## src/rtl/icache_pkg.sv

```systemverilog
// icache_pkg: shared state encodings, bus widths and pc field positions for the instruction cache
package icache_pkg;
   localparam logic [1:0] IDLE     = 2'd0;
   localparam logic [1:0] MEM_READ = 2'd1;
   localparam logic [1:0] UPDATE   = 2'd2;
   localparam int BLOCK_W    = 128;
   localparam int WORD_W     = 32;
   localparam int MEM_ADDR_W = 28;
   localparam int OFFSET_LSB = 2;
   localparam int INDEX_LSB  = 4;
endpackage

```

## src/rtl/icache_line_store.sv

```systemverilog
// icache_line_store: valid/tag/data arrays with combinational hit and word select and a single fill port
module icache_line_store
   import icache_pkg::*;
#(
   parameter int NUM_SETS = 8,
   parameter int INDEX_W  = 3,
   parameter int TAG_W    = 25
) (
   input  logic               clock,
   input  logic               reset,
   input  logic [INDEX_W-1:0] rd_index,
   input  logic [TAG_W-1:0]   rd_tag,
   input  logic [1:0]         rd_offset,
   output logic               hit,
   output logic [WORD_W-1:0]  word,
   input  logic               we,
   input  logic [INDEX_W-1:0] wr_index,
   input  logic [TAG_W-1:0]   wr_tag,
   input  logic [BLOCK_W-1:0] wr_data
);
   logic [NUM_SETS-1:0] valid;
   logic [TAG_W-1:0]    tag_array  [NUM_SETS];
   logic [BLOCK_W-1:0]  data_array [NUM_SETS];
   logic [BLOCK_W-1:0]  line;

   always_ff @(posedge clock or posedge reset)
      if (reset) valid <= '0;
      else if (we) valid[wr_index] <= 1'b1;

   // tag and data contents survive reset; only valid bits are cleared
   always_ff @(posedge clock)
      if (we) begin
         tag_array[wr_index]  <= wr_tag;
         data_array[wr_index] <= wr_data;
      end

   assign line = data_array[rd_index];
   assign hit  = valid[rd_index] && tag_array[rd_index] == rd_tag;
   assign word = line[{rd_offset, 5'd0} +: WORD_W];
endmodule

```

## src/rtl/icache_controller.sv

```systemverilog
// icache_controller: direct-mapped read-only instruction cache with miss FSM driving a 128-bit block-read port
module icache_controller
   import icache_pkg::*;
#(
   parameter int NUM_SETS = 8,
   parameter int INDEX_W  = 3,
   parameter int TAG_W    = 25
) (
   input  logic                  clock,
   input  logic                  reset,
   input  logic                  read,
   input  logic [31:0]           pc,
   output logic [WORD_W-1:0]     instruction,
   output logic                  busywait,
   output logic                  mem_read,
   output logic [MEM_ADDR_W-1:0] mem_address,
   input  logic [BLOCK_W-1:0]    mem_readdata,
   input  logic                  mem_busywait
);
   logic [1:0]            state;
   logic [MEM_ADDR_W-1:0] miss_addr;
   logic [BLOCK_W-1:0]    fill_block;
   logic                  first_cycle;
   logic [15:0]           miss_count;
   logic                  hit;
   logic [WORD_W-1:0]     word;
   logic                  unused_bits;

   icache_line_store #(.NUM_SETS(NUM_SETS), .INDEX_W(INDEX_W), .TAG_W(TAG_W)) u_store (
      .clock    (clock),
      .reset    (reset),
      .rd_index (pc[INDEX_LSB +: INDEX_W]),
      .rd_tag   (pc[31:INDEX_LSB+INDEX_W]),
      .rd_offset(pc[OFFSET_LSB +: 2]),
      .hit      (hit),
      .word     (word),
      .we       (state == UPDATE),
      .wr_index (miss_addr[INDEX_W-1:0]),
      .wr_tag   (miss_addr[MEM_ADDR_W-1:INDEX_W]),
      .wr_data  (fill_block)
   );

   always_ff @(posedge clock or posedge reset)
      if (reset) begin
         state       <= IDLE;
         miss_addr   <= '0;
         fill_block  <= '0;
         first_cycle <= 1'b0;
         miss_count  <= '0;
      end else begin
         case (state)
            IDLE:
               if (read && !hit) begin
                  state       <= MEM_READ;
                  miss_addr   <= pc[31:INDEX_LSB];
                  first_cycle <= 1'b1;
                  miss_count  <= miss_count + 16'd1;
               end
            MEM_READ:
               // the entry edge is skipped so memory is guaranteed to have seen mem_read
               if (first_cycle) first_cycle <= 1'b0;
               else if (!mem_busywait) begin
                  fill_block <= mem_readdata;
                  state      <= UPDATE;
               end
            default: state <= IDLE;
         endcase
      end

   assign mem_read    = state == MEM_READ;
   assign mem_address = mem_read ? miss_addr : '0;
   assign busywait    = !reset && (state == IDLE ? read && !hit : 1'b1);
   assign instruction = hit ? word : '0;
   assign unused_bits = ^{pc[1:0], miss_count};
endmodule

```

## config.mk

```make
export PLATFORM = sky130hd
export DESIGN_NAME = icache_controller
export DESIGN_NICKNAME = d
export VERILOG_FILES = /design/src/rtl/icache_pkg.sv /design/src/rtl/icache_line_store.sv /design/src/rtl/icache_controller.sv
export SDC_FILE = /design/constraint.sdc
export NUM_CORES = 1
export LEC_CHECK = 0
export CAP_MARGIN = 20
export CORE_UTILIZATION = 30
export CTS_BUF_LIST = sky130_fd_sc_hd__clkbuf_2
export CTS_CLUSTER_SIZE = 40
export DETAILED_ROUTE_END_ITERATION = 10
export GPL_TIMING_DRIVEN = 0
export PLACE_DENSITY_LB_ADDON = 0.3
export SLEW_MARGIN = 10
export SYNTH_ARGS = -nofsm -noshare
export SYNTH_HDL_FRONTEND = slang
export SYNTH_SLANG_ARGS = --single-unit
```

## constraint.sdc

```tcl
create_clock -name clock -period 37.8 [get_ports clock]
set_clock_uncertainty 0.1 [all_clocks]
set_input_delay 9.45 -clock clock [delete_from_list [all_inputs] [get_ports clock]]
set_output_delay 9.45 -clock clock [all_outputs]
set_load 0.05 [all_outputs]
```

==> results.py, run 1 <==
metrics = {
    "clock_tree": {
        "cts_tree": "built",
        "cts_sinks": 1391,
        "maximum_level_of_the_cts_h_tree": 5,
        "cts_resized": 0,
        "cts_root_buffer": "sky130_fd_sc_hd__clkbuf_2",
        "worstSkewPairLatency_ps": 1700,
        "post_cts.repair.setup_buffers": 0,
        "maximum_clock_path_buffer_count": 4,
        "cts-buffers-inserted": 367,
        "worst_setup_hold_path_clk_slew_ps": 90,
        "cts_hold_buffers_added": 0,
    },
    "logic_synthesis": {
        "synth_top_cells_by_area": "sky130_fd_sc_hd__edfxtp_1 69%, sky130_fd_sc_hd__mux4_2 14%, sky130_fd_sc_hd__dfrtp_1 7.9%",
        "distinct_cells_synth": 39,
        "synthArstFlopShare_pct": 12.0,
        "yosysWarningCount": 0,
        "number_of_synthesized_flops_with_an_enable_pin": 1224,
        "mapped_cells": 2290,
        "synth_seq_area_share_pct": 77.0,
        "most_used_flip_flop_cell_after_synthesis": "sky130_fd_sc_hd__edfxtp_1",
        "synth.avg_cell_area_sq_um": 23.2,
        "postSynthRegisterBits": 1391,
        "synthesis.area_sq_um": 53100,
        "synth_nets": 2454,
        "yosysTopAreaCell": "sky130_fd_sc_hd__edfxtp_1",
        "yosysTopAreaCellShare_pct": 69.2,
    },
    "route": {
        "number_of_remaining_drc_errors": 0,
        "ant_nets": 0,
        "wirelength_mm": 143,
        "post_drt_wl_per_cell_um": 25.2,
        "route.vias.total": 26700,
        "first_pass_iters": 5,
        "dr.first_iter.drc_count": 1995,
        "drt-vias-per-instance": 4.69,
    },
    "final_layout": {
        "num-fill-cells": 16600,
        "synthToLayoutAreaGrowth_pct": 19.8,
        "layout.nets": 3227,
        "drive_above_1_share_pct": 40.1,
        "seq_area_sq_um": 40900,
        "multi_input_comb_area_sq_um": 11700,
    },
    "setup_path": {
        "r2r.worst_path.cells": 9,
        "crit_path_frequent_cell": "sky130_fd_sc_hd__buf_4",
        "critical-path-max-stage-delay_ps": 920,
        "capture_point_of_the_worst_reg_to_reg_path": "u_store.data_array[6][49]$_DFFE_PP_",
        "rrSetupSlack_ps": 34230,
        "timing.rr.start": "state[0]$_DFFE_PP0P_",
        "worst-path-max-fanout": 10,
        "cp_cell_sequence": "clkdlybuf4s50_1, buf_6, buf_4, buf_4, buf_4, clkbuf_1, buf_8, clkbuf_1, mux4_2, mux4_2, mux2i_1, nor2_1, clkdlybuf4s50_1",
        "critical_path_arrival_ps": 14780,
        "critical_path_class": "input pin to output pin",
        "timing.critical_path.to_type": "output pin",
        "timing.critical_path.from_type": "input pin",
        "worstPathRequired_ps": 28250,
        "critPathSlowestCell": "sky130_fd_sc_hd__clkdlybuf4s50_1",
    },
    "floorplanning": {
        "core.rowCount": 154,
        "design.portCount": 226,
        "die_area_sq_um": 179000,
        "floorplan.die.height_um": 423,
        "start_util_pct": 30.2,
        "chipWidth_um": 423,
        "core_sq_um": 176000,
    },
    "sta": {
        "finalWorstPathRequiredPeriod_ps": 24330,
        "fin_setup_tns_ps": 0,
        "worstMarginPinSlew_ps": 1120,
        "timing_max_transition_violations_final": 0,
        "rsz_0062_raised_after_global_routing": "no",
        "post-route-period-util_pct": 64.4,
        "final_hold_viol_count": 0,
        "max_freq_mhz": 41.1,
        "finalSetupViolCount": 0,
        "worst_slew_margin_rel_pct": 25.5,
    },
    "placed_design": {
        "port-buffer-count": 220,
        "globalplace.congestion": 0.728,
        "hpwl_mm": 98.4,
    },
    "worst_hold_path": {
        "whs_path_depth": 1,
        "hold_path.startpoint": "u_store.valid[4]$_DFFE_PP0P_",
        "hold-path-endpoint": "u_store.valid[4]$_DFFE_PP0P_",
        "class_of_the_tightest_hold_or_removal_check": "register to register",
    },
    "power": {
        "total_leakage_power_uw": 0.0216,
        "total_power_uw": 3750,
        "cellPowerDensity_nw_per_um2": 58.9,
        "vdd.ir_drop.worst_uv": 43.9,
    },
    "run": {
        "timing.max_cap.violations": 0,
    },
    "global_route": {
        "grt.total_usage_pct": 16.1,
        "wire_length_of_the_first_global_routing_pass_mm": 205,
        "antenna_violations_before_repair": 13,
        "grt_max_degree": 75,
        "overflow_after_grt": 0,
        "grt_pass1_vias": 28400,
    },
    "outcome": {
        "outcome": "finished clean",
    },
}
-- layout by cell type (no fill, tap or decap), types with 16 or more instances in the layout --
cell / count
sky130_fd_sc_hd__and2_1: 29
sky130_fd_sc_hd__buf_1: 30
sky130_fd_sc_hd__buf_12: 19
sky130_fd_sc_hd__buf_2: 20
sky130_fd_sc_hd__buf_4: 98
sky130_fd_sc_hd__buf_6: 52
sky130_fd_sc_hd__clkbuf_1: 54
sky130_fd_sc_hd__clkbuf_2: 570
sky130_fd_sc_hd__clkdlybuf4s50_1: 220
sky130_fd_sc_hd__clkinv_1: 64
sky130_fd_sc_hd__dfrtp_1: 167
sky130_fd_sc_hd__edfxtp_1: 1224
sky130_fd_sc_hd__mux2_2: 181
sky130_fd_sc_hd__mux2i_1: 70
sky130_fd_sc_hd__mux4_2: 339
sky130_fd_sc_hd__nand2_1: 16
sky130_fd_sc_hd__nor2_1: 36
sky130_fd_sc_hd__xnor2_1: 18
-- stage by stage --
stage	area, sq um	worst slack, ps	utilization (%)	std cells	hold WS (ps)
floorplan	53100	14300	-	2290	334
global placement	58300	2740	33.1	4850	346
detailed placement	60300	13370	34.2	5027	349
CTS	63600	13380	36.1	5679	379
global route	63700	13340	36.2	5689	388
finish	63700	13470	36.2	5692	377
-- synth_stat cells (all sizes together) (13+ instances only) --
cell type	count
mux2i	70
clkbuf	55
o22ai	13
mux4	344
buf	60
mux2	182
a221oi	14
xnor2	18
and2	29
dfrtp	167
nand2	16
edfxtp	1224
nor2	39
-- how the worst max path moves through the flow --
stage	from	to	slack (ps)	cells after the start
after global routing	pc[5]	instruction[14]	13340	12
after CTS	pc[5]	instruction[18]	13380	13
after global placement	miss_addr[2]$_DFFE_PP0P_	u_store.valid[2]$_DFFE_PP0P_	2740	2
after detailed placement	pc[5]	instruction[18]	13370	13
final	pc[5]	instruction[18]	13470	13
after floorplan	reset	busywait	14300	3
-- report_power, final --
part           switching [uW]  leakage, uW  internal, uW
Sequential                224       0.0130          2020
Combinational             262      0.00598           225
Clock                     610      0.00256           416
Total                    1100       0.0216          2660
-- worst max-delay path, delay by kind of cell --
family / cells / cell delay, ps
AND/OR/NAND/NOR: 1 / 490
multiplexers: 3 / 840
buffers and inverters: 9 / 3950
-- flip-flops by register name, indices dropped and copies added (netlist names) --
| register | count |
|---|---|
| u_store.valid | 8 |
| miss_addr | 28 |
| fill_block | 128 |
| first_cycle | 1 |
| state | 2 |
| u_store.data_array | 1024 |
| u_store.tag_array | 200 |
-- metal layers --
layer / vias up / part of all wire (%) / GRT usage, % / wire (um)
li1: 11400 / - / - / -
met1: 14100 / 41 / 20.0 / 58200
met2: 873 / 51 / 27.0 / 72500
met3: 259 / 5.3 / 3.57 / 7570
met4: 18 / 3.4 / 6.84 / 4890
met5: - / 0.073 / 0 / 105
-- kinds of logic after synthesis --
family | Yosys count | share of synthesized area (%)
buffers and inverters | 117 | 1.03
multiplexers | 596 | 19.8
AO/OA/AOI/OAI | 32 | 0.445
AND/OR/NAND/NOR | 128 | 1.27
flip-flops | 1391 | 77.0
XOR/XNOR | 26 | 0.429
-- cell type report --
cell class,count,area share [%]
Clock buffer,569,4.47
Sequential cell,1391,64.3
Inverter,2,0.0236
Antenna cell,6,0.0236
Clock inverter,83,0.641
Buffer,115,0.857
Multi-Input combinational cell,782,18.4
Timing Repair Buffer,404,6.72
Tap cell,2340,4.60
(Power assumes the default switching activity.)
==> run 2, diff against run 1 <==
clock period = 25 ns   (was 37.8 ns; I/O delays follow)
==> results of run 2 <==
The final DEF is identical to that of run 1. Status: finished clean.
Among the figures that moved: setup slack after placement 13370 ps -> 6970 ps; setup slack after layout 13470 ps -> 7070 ps; register-to-register setup slack 34230 ps -> 21430 ps; total power 3750 uW -> 5680 uW; worst IR drop on VDD 43.9 uV -> 66.4 uV
==> run 3, diff against run 2 <==
clock period = 17.8 ns   (was 25 ns; I/O delays follow)
==> results of run 3 <==
The final DEF is identical to that of run 1. Status: finished clean.
Among the figures that moved: setup slack after placement 13370 ps -> 3370 ps; setup slack after layout 13470 ps -> 3470 ps; register-to-register setup slack 34230 ps -> 14230 ps; total power 3750 uW -> 7970 uW; worst IR drop on VDD 43.9 uV -> 93.3 uV
